File: src/rtl/mux_channel_scheduler_if.sv
// Request/grant bundle between the requesters and the channel-mux scheduler.
// The scheduler uses the master view; requesters use the slave view.
interface mux_channel_scheduler_if #(
  parameter int NUM_CHANNELS = 4,
  parameter int SEL_WIDTH    = 2
);
  logic [NUM_CHANNELS-1:0] request;
  logic [NUM_CHANNELS-1:0] grant;
  logic [SEL_WIDTH-1:0]    selection_output;
  logic                    output_enable;
  logic                    busy;

  modport master (
    input  request,
    output grant,
    output selection_output,
    output output_enable,
    output busy
  );

  modport slave (
    output request,
    input  grant,
    input  selection_output,
    input  output_enable,
    input  busy
  );
endinterface

File: src/rtl/mux_channel_scheduler.sv
// Round-robin owner of a shared N-input channel mux, with a break-before-make
// guard on every select change and a dwell limit so one requester cannot starve the rest.
module mux_channel_scheduler #(
  parameter int NUM_CHANNELS = 4,
  parameter int SEL_WIDTH    = 2,
  parameter int GUARD_CYCLES = 1,
  parameter int MAX_DWELL    = 16
) (
  input  logic                    clk,
  input  logic                    reset,
  mux_channel_scheduler_if.master bus
);

  localparam logic [1:0] ST_IDLE    = 2'd0;
  localparam logic [1:0] ST_GUARD   = 2'd1;
  localparam logic [1:0] ST_GRANTED = 2'd2;

  localparam int                   CHW        = SEL_WIDTH + 1;
  localparam logic [CHW-1:0]       NUM_CH_W   = CHW'(NUM_CHANNELS);
  localparam logic [SEL_WIDTH-1:0] LAST_RESET = SEL_WIDTH'(NUM_CHANNELS - 1);
  localparam logic [3:0]           GUARD_LAST = 4'(GUARD_CYCLES - 1);
  localparam logic [7:0]           DWELL_MAX  = 8'(MAX_DWELL);

  logic [1:0]              r_state;
  logic [NUM_CHANNELS-1:0] r_grant;
  logic [SEL_WIDTH-1:0]    r_sel;
  logic [SEL_WIDTH-1:0]    r_last;
  logic                    r_oe;
  logic                    r_busy;
  logic [7:0]              r_dwell;
  logic [3:0]              r_guard;

  logic                    w_anyReq;
  logic                    w_ownerReq;
  logic                    w_otherReq;
  logic [NUM_CHANNELS-1:0] w_ownerMask;
  logic [7:0]              w_dwellNext;
  logic [SEL_WIDTH-1:0]    w_winner;
  logic                    w_found;
  logic [CHW-1:0]          w_sum;

  assign w_anyReq    = |bus.request;
  assign w_ownerMask = NUM_CHANNELS'(1) << r_sel;
  assign w_ownerReq  = |(bus.request & w_ownerMask);
  assign w_otherReq  = |(bus.request & ~w_ownerMask);

  // Preemption looks at the count including the current grant cycle, so the
  // owner keeps the mux for exactly MAX_DWELL cycles before it can be bumped.
  assign w_dwellNext = (r_dwell == DWELL_MAX) ? DWELL_MAX : r_dwell + 8'd1;

  always_comb begin
    w_winner = r_last;
    w_found  = 1'b0;
    w_sum    = '0;
    for (int i = 1; i <= NUM_CHANNELS; i++) begin
      w_sum = {1'b0, r_last} + CHW'(i);
      if (w_sum >= NUM_CH_W) begin
        w_sum = w_sum - NUM_CH_W;
      end
      if (!w_found && bus.request[w_sum[SEL_WIDTH-1:0]]) begin
        w_winner = w_sum[SEL_WIDTH-1:0];
        w_found  = 1'b1;
      end
    end
  end

  always_ff @(posedge clk) begin
    if (reset) begin
      r_state <= ST_IDLE;
      r_grant <= '0;
      r_sel   <= '0;
      r_last  <= LAST_RESET;
      r_oe    <= 1'b0;
      r_busy  <= 1'b0;
      r_dwell <= '0;
      r_guard <= '0;
    end else begin
      case (r_state)
        ST_IDLE: begin
          if (w_anyReq) begin
            r_sel   <= w_winner;
            r_last  <= w_winner;
            r_guard <= '0;
            r_busy  <= 1'b1;
            r_state <= ST_GUARD;
          end
        end

        ST_GUARD: begin
          if (!w_ownerReq) begin
            r_busy  <= 1'b0;
            r_state <= ST_IDLE;
          end else if (r_guard == GUARD_LAST) begin
            r_grant <= w_ownerMask;
            r_oe    <= 1'b1;
            r_dwell <= '0;
            r_state <= ST_GRANTED;
          end else begin
            r_guard <= r_guard + 4'd1;
          end
        end

        // Release and preemption share one exit; the pointer already names the owner.
        ST_GRANTED: begin
          if (!w_ownerReq || ((w_dwellNext == DWELL_MAX) && w_otherReq)) begin
            r_grant <= '0;
            r_oe    <= 1'b0;
            r_busy  <= 1'b0;
            r_state <= ST_IDLE;
          end else begin
            r_dwell <= w_dwellNext;
          end
        end

        default: begin
          r_grant <= '0;
          r_oe    <= 1'b0;
          r_busy  <= 1'b0;
          r_state <= ST_IDLE;
        end
      endcase
    end
  end

  assign bus.grant            = r_grant;
  assign bus.selection_output = r_sel;
  assign bus.output_enable    = r_oe;
  assign bus.busy             = r_busy;

endmodule

File: src/flat_wrapper.sv
// flat-port wrapper written by rule: the top's interface ports become plain ports
module mux_channel_scheduler_flat 
#(
  parameter int NUM_CHANNELS = 4,
  parameter int SEL_WIDTH    = 2,
  parameter int GUARD_CYCLES = 1,
  parameter int MAX_DWELL    = 16
)
  (clk, reset, bus_request, bus_grant, bus_selection_output, bus_output_enable, bus_busy);
  mux_channel_scheduler_if #(.NUM_CHANNELS(NUM_CHANNELS), .SEL_WIDTH(SEL_WIDTH)) bus_i ();
  input  logic clk;
  input  logic reset;
  input wire logic [$bits(bus_i.request)-1:0] bus_request;
  output wire logic [$bits(bus_i.grant)-1:0] bus_grant;
  output wire logic [$bits(bus_i.selection_output)-1:0] bus_selection_output;
  output wire logic [$bits(bus_i.output_enable)-1:0] bus_output_enable;
  output wire logic [$bits(bus_i.busy)-1:0] bus_busy;
  assign bus_i.request = bus_request;
  assign bus_grant = bus_i.grant;
  assign bus_selection_output = bus_i.selection_output;
  assign bus_output_enable = bus_i.output_enable;
  assign bus_busy = bus_i.busy;
  mux_channel_scheduler #(.NUM_CHANNELS(NUM_CHANNELS), .SEL_WIDTH(SEL_WIDTH), .GUARD_CYCLES(GUARD_CYCLES), .MAX_DWELL(MAX_DWELL)) u_core (.clk(clk), .reset(reset), .bus(bus_i));
endmodule
File: config.mk
export PLATFORM = sky130hd
export DESIGN_NAME = mux_channel_scheduler_flat
export DESIGN_NICKNAME = d
export VERILOG_FILES = /design/src/rtl/mux_channel_scheduler_if.sv /design/src/rtl/mux_channel_scheduler.sv /design/src/flat_wrapper.sv
export SDC_FILE = /design/constraint.sdc
export NUM_CORES = 1
export LEC_CHECK = 0
export CORE_MARGIN = 2
export CORE_UTILIZATION = 55
export CTS_CLUSTER_SIZE = 24
export DETAILED_ROUTE_END_ITERATION = 10
export DONT_BUFFER_PORTS = 1
export GPL_TIMING_DRIVEN = 0
export PLACE_DENSITY = 0.7
export SLEW_MARGIN = 20
export SYNTH_ARGS = -nofsm -noshare
export SYNTH_HDL_FRONTEND = slang
export SYNTH_SLANG_ARGS = --single-unit
File: constraint.sdc
create_clock -name clk -period 3.75 [get_ports clk]
set_input_delay 0.75 -clock clk [delete_from_list [all_inputs] [get_ports clk]]
set_output_delay 0.75 -clock clk [all_outputs]
set_load 0.02 [all_outputs]
==> impl.org <==
** Routing
- After the first detailed-routing iteration, the DRC count stood at 86.
- Vias per Instance :: 6.47
- In the routed design, unresolved DRC markers number 0.
- In the final routed layout, each cell accounts on average for 16.7 um.
- Count of vias placed by the detailed router :: between 1,500 and 2,000
- The pre-antenna-repair detailed-routing pass consisted of 4 iterations.
- Number of nets with antenna violations after routing :: 0
- Total Wirelength :: 3.91 mm

** Clocking
- Level count of the clock H-tree :: 1
- Buffers inserted by post-CTS timing repair :: 0
- Resized cells post-CTS :: 0
- Worst-path clk slew :: about 0.15 ns
- CTS root buf :: clkbuf_4
- Number of hold buffers added after CTS :: 0
- In this run, CTS created clock tree buffers numbering 3.
- Clock latency on the worst-skew pair, taken at its later pin, is 0.32 ns.
- The longest clock path from root to sink contains 2 buffers.
- TritonCTS built the clock tree.
- Number of clock sinks seen by CTS :: 24

** STA
- For the pin with the worst max-slew slack, the measured transition is 0.634 ns.
- In this run the tightest slew margin relative to its limit is 57.6%.
- The number of max-slew violations in the final report is 0.
- Min cycle time layout :: 2.48 ns
- Based on the critical path, the design can be clocked at up to 0.404 GHz.
- Final worst clock skew :: 0.0101 ns
- Setup repair after global routing left no endpoint under its margin.
- Number of failing hold endpoints at the final stage :: 0
- Setup slack closes at ~1.3 ns.
- Setup violations remaining at the end of the flow were counted as 0.
- Period Utilization, post-route :: ~66%
- Summed over all failing endpoints, the final setup total negative slack is 0 ns.

** Pwr
- The design draws 0.598 mW.
- In this run, the combinational gates consume 26.9% of the power.
- Power spread over the standard cell area amounts to roughly 350 mW/mm2.
- Of the total power, registers draw 49.1%.
- Switching component of the power :: 0.206 mW
- Relative contribution of the clock network to total power :: 24.0%
- Internal power contribution :: 0.391 mW
- Switching Fraction :: 34.5%
- Worst IR Drop VDD :: 257 uV
- Summed over all cells, the static leakage comes to 0.632 nW.

** Logic synthesis
- Count of flip-flops with a built-in enable after synthesis :: 0
- In the synthesized netlist the dominant register cell turns out to be dfxtp_1.
- Number of standard cells after synthesis :: 199
- Cell with the most instances after synthesis :: dfxtp_1
- For this run, the number of Yosys warnings is 0.
- Synthesized net count :: 209
- The mapped netlist covers 0.00161 mm2.
- Summed over all instances, the cell type with the most area after synthesis is dfxtp_1.
- Top post-synthesis cells by area :: dfxtp_1, mux2i_1, nand3_1
- Number of synthesized register bits :: 24
- Post-Syn Area per Cell :: 8.10 um2
- Fraction of synthesized cell area taken by the top area cell type :: 29.8%
- Counting distinct cell types in the post-synthesis netlist gives 54.
- Async set-reset flop share out of synthesis :: 0%
- Sequential cells were found to cover between 20% and 30% of the synthesized design area.
- Top cells by instance count after synthesis :: dfxtp_1, nor2_1, nand3_1

** Setup path
- Classification of the worst setup path :: in2reg
- Along the worst path, the maximum fanout reaches 10.
- Internal reg-to-reg setup slack :: 1.28 ns
- For this run, the slowest stage of the critical path takes about 0.42 ns.
- By instance count, the cell type seen most on the critical path is clkbuf_1.
- Series of cell instances along the critical path :: clkbuf_1 -> mux4_2 -> and3_1 -> clkbuf_1 -> nor2_1 -> a31oi_2 -> mux2i_1
- STA classifies the critical path endpoint as a flop.
- The worst setup path is launched from a primary input.
- At the worst endpoint, the required time is between 4 and 5 ns.
- Data arrives at the worst endpoint at 2.74 ns.
- On the critical path, the stage with the largest delay is an instance of mux4_2.

** GRT
- Antenna violations before repair :: 0
- Maximum number of pins on one net before global-route repair :: 14
- The first global-routing pass estimated 6.50 mm of wire.
- In the global route stage, overall resource usage came out at 24.6%.
- The number of global-route vias before repair was roughly 1,400.
- After global routing the overflow that remains totals 0.

** Placement
- Total half-perimeter wirelength after legalization and detailed placement :: 2.87 mm
- RePlAce Congestion :: slightly above 0.9
- DP Worst Slack :: 0.961 ns
- In this run the tool buffered the top-level ports with 0 buffer cells.

** Floorplanning
- Standard-cell rows :: 19
- Height of the die :: 58.2 um
- 14 I/O pins were placed.
- Die X-Extent :: 58.2 um
- The die covers approximately 0.0034 mm2.
- The initial utilization of the core area, before any placement, comes to 58.0%.
- Core area :: ~0.0028 mm2

** Finish
- Fraction of final layout cells sized beyond drive strength 1 :: 5.91%
- The filler cells instantiated in the layout total roughly 240.
- Layout overhead on the synthesized area :: 4.65%
- Area of combinational cells with multiple inputs :: 0.00104 mm2
- 0 antenna diodes ended up in the layout.
- In the final layout, flip-flops and latches occupy 480 um2.
- Post-layout net count :: 214

** Worst hold path
- The min-delay analysis places its worst path in the category reg2reg.

** Outcome
- Result of the run :: finished, final reports clean

** Flow run
- Max-Cap Viols :: 0
power groups by stage:
stage               combinational, mW  sequential (mW)  clock (mW)
finish                          0.161            0.294       0.144
global route                    0.182            0.296       0.157
CTS                             0.160            0.294       0.145
detailed placement              0.159            0.299           0
global placement                0.154            0.299           0
floorplan                       0.128            0.296           0
metrics by stage:
stage	cell area (um2)	hold WS (ns)	util, %	cells
global placement	1650	0.501	59.4	230
finish	1690	0.537	60.7	234
floorplan	1610	0.476	-	199
global route	1690	0.580	60.7	234
CTS	1690	0.539	60.7	234
detailed placement	1650	0.519	59.4	230
worst paths after layout:
kind	startpoint	end	cells past startpoint
hold / removal	u_core.r_dwell[1]	u_core.r_dwell[1]	2
setup / recovery	bus_request[3]	u_core.bus.grant[2]	7
setup reg to reg	u_core.r_dwell[0]	u_core.bus.grant[2]	7
hold reg to reg	u_core.r_dwell[1]	u_core.r_dwell[1]	2
layout by cell type (no fill, tap or decap), drive strengths merged, types with 4 or more instances in the layout:
| cell type | synthesis | final |
|---|---|---|
| o21ai | 7 | 7 |
| mux2i | 7 | 7 |
| clkbuf | 10 | 14 |
| nor2 | 15 | 15 |
| a311oi | 4 | 4 |
| nor3 | 12 | 12 |
| o21a | 6 | 6 |
| a21oi | 10 | 10 |
| nand3 | 14 | 14 |
| nand2 | 10 | 10 |
| nand2b | 4 | 4 |
| dfxtp | 24 | 24 |
| inv | 11 | 11 |
| and3 | 4 | 4 |
| ha | 4 | 4 |
cell type report:
type                       count  share of cell area, %
buffer                        11                   2.52
multi-input combinational    152                   61.9
clock buffer                   4                   2.15
sequential                    24                   28.5
inverter                      12                   2.67
tap                           31                   2.30
flip-flops by register name, indices dropped and copies added, names as in the netlist:
name / flops
u_core.bus.selection_output: 2
u_core.bus.grant: 4
u_core.r_guard: 4
u_core.r_last: 2
u_core.r_dwell: 8
u_core.bus.busy: 1
u_core.bus.output_enable: 1
u_core.r_state: 2
cell families after synthesis:
| family | Yosys count | share of synthesized area [%] |
|---|---|---|
| AND/OR/NAND/NOR | 79 | 25.9 |
| XOR/XNOR | 3 | 1.63 |
| flip-flops | 24 | 29.8 |
| adder cells (fa/ha/maj) | 4 | 3.10 |
| AO/OA/AOI/OAI | 58 | 28.4 |
| multiplexers | 8 | 5.74 |
| buffers and inverters | 23 | 5.43 |
layer usage:
metal / track usage (%) / vias up / part of all wire (%)
li1: - / 757 / -
met1: 32.8 / 714 / 45
met2: 40.9 / 33 / 48
met3: 3.35 / 11 / 4.5
met4: 8.31 / 0 / 2.4
met5: 0 / - / 0
worst max-delay path, delay by kind of cell:
kind	cells	cell delay, ns
multiplexers	2	0.65
AND/OR/NAND/NOR	2	0.30
AO/OA/AOI/OAI	1	0.40
buffers and inverters	2	0.63
Power figures use the tool's default switching activity.
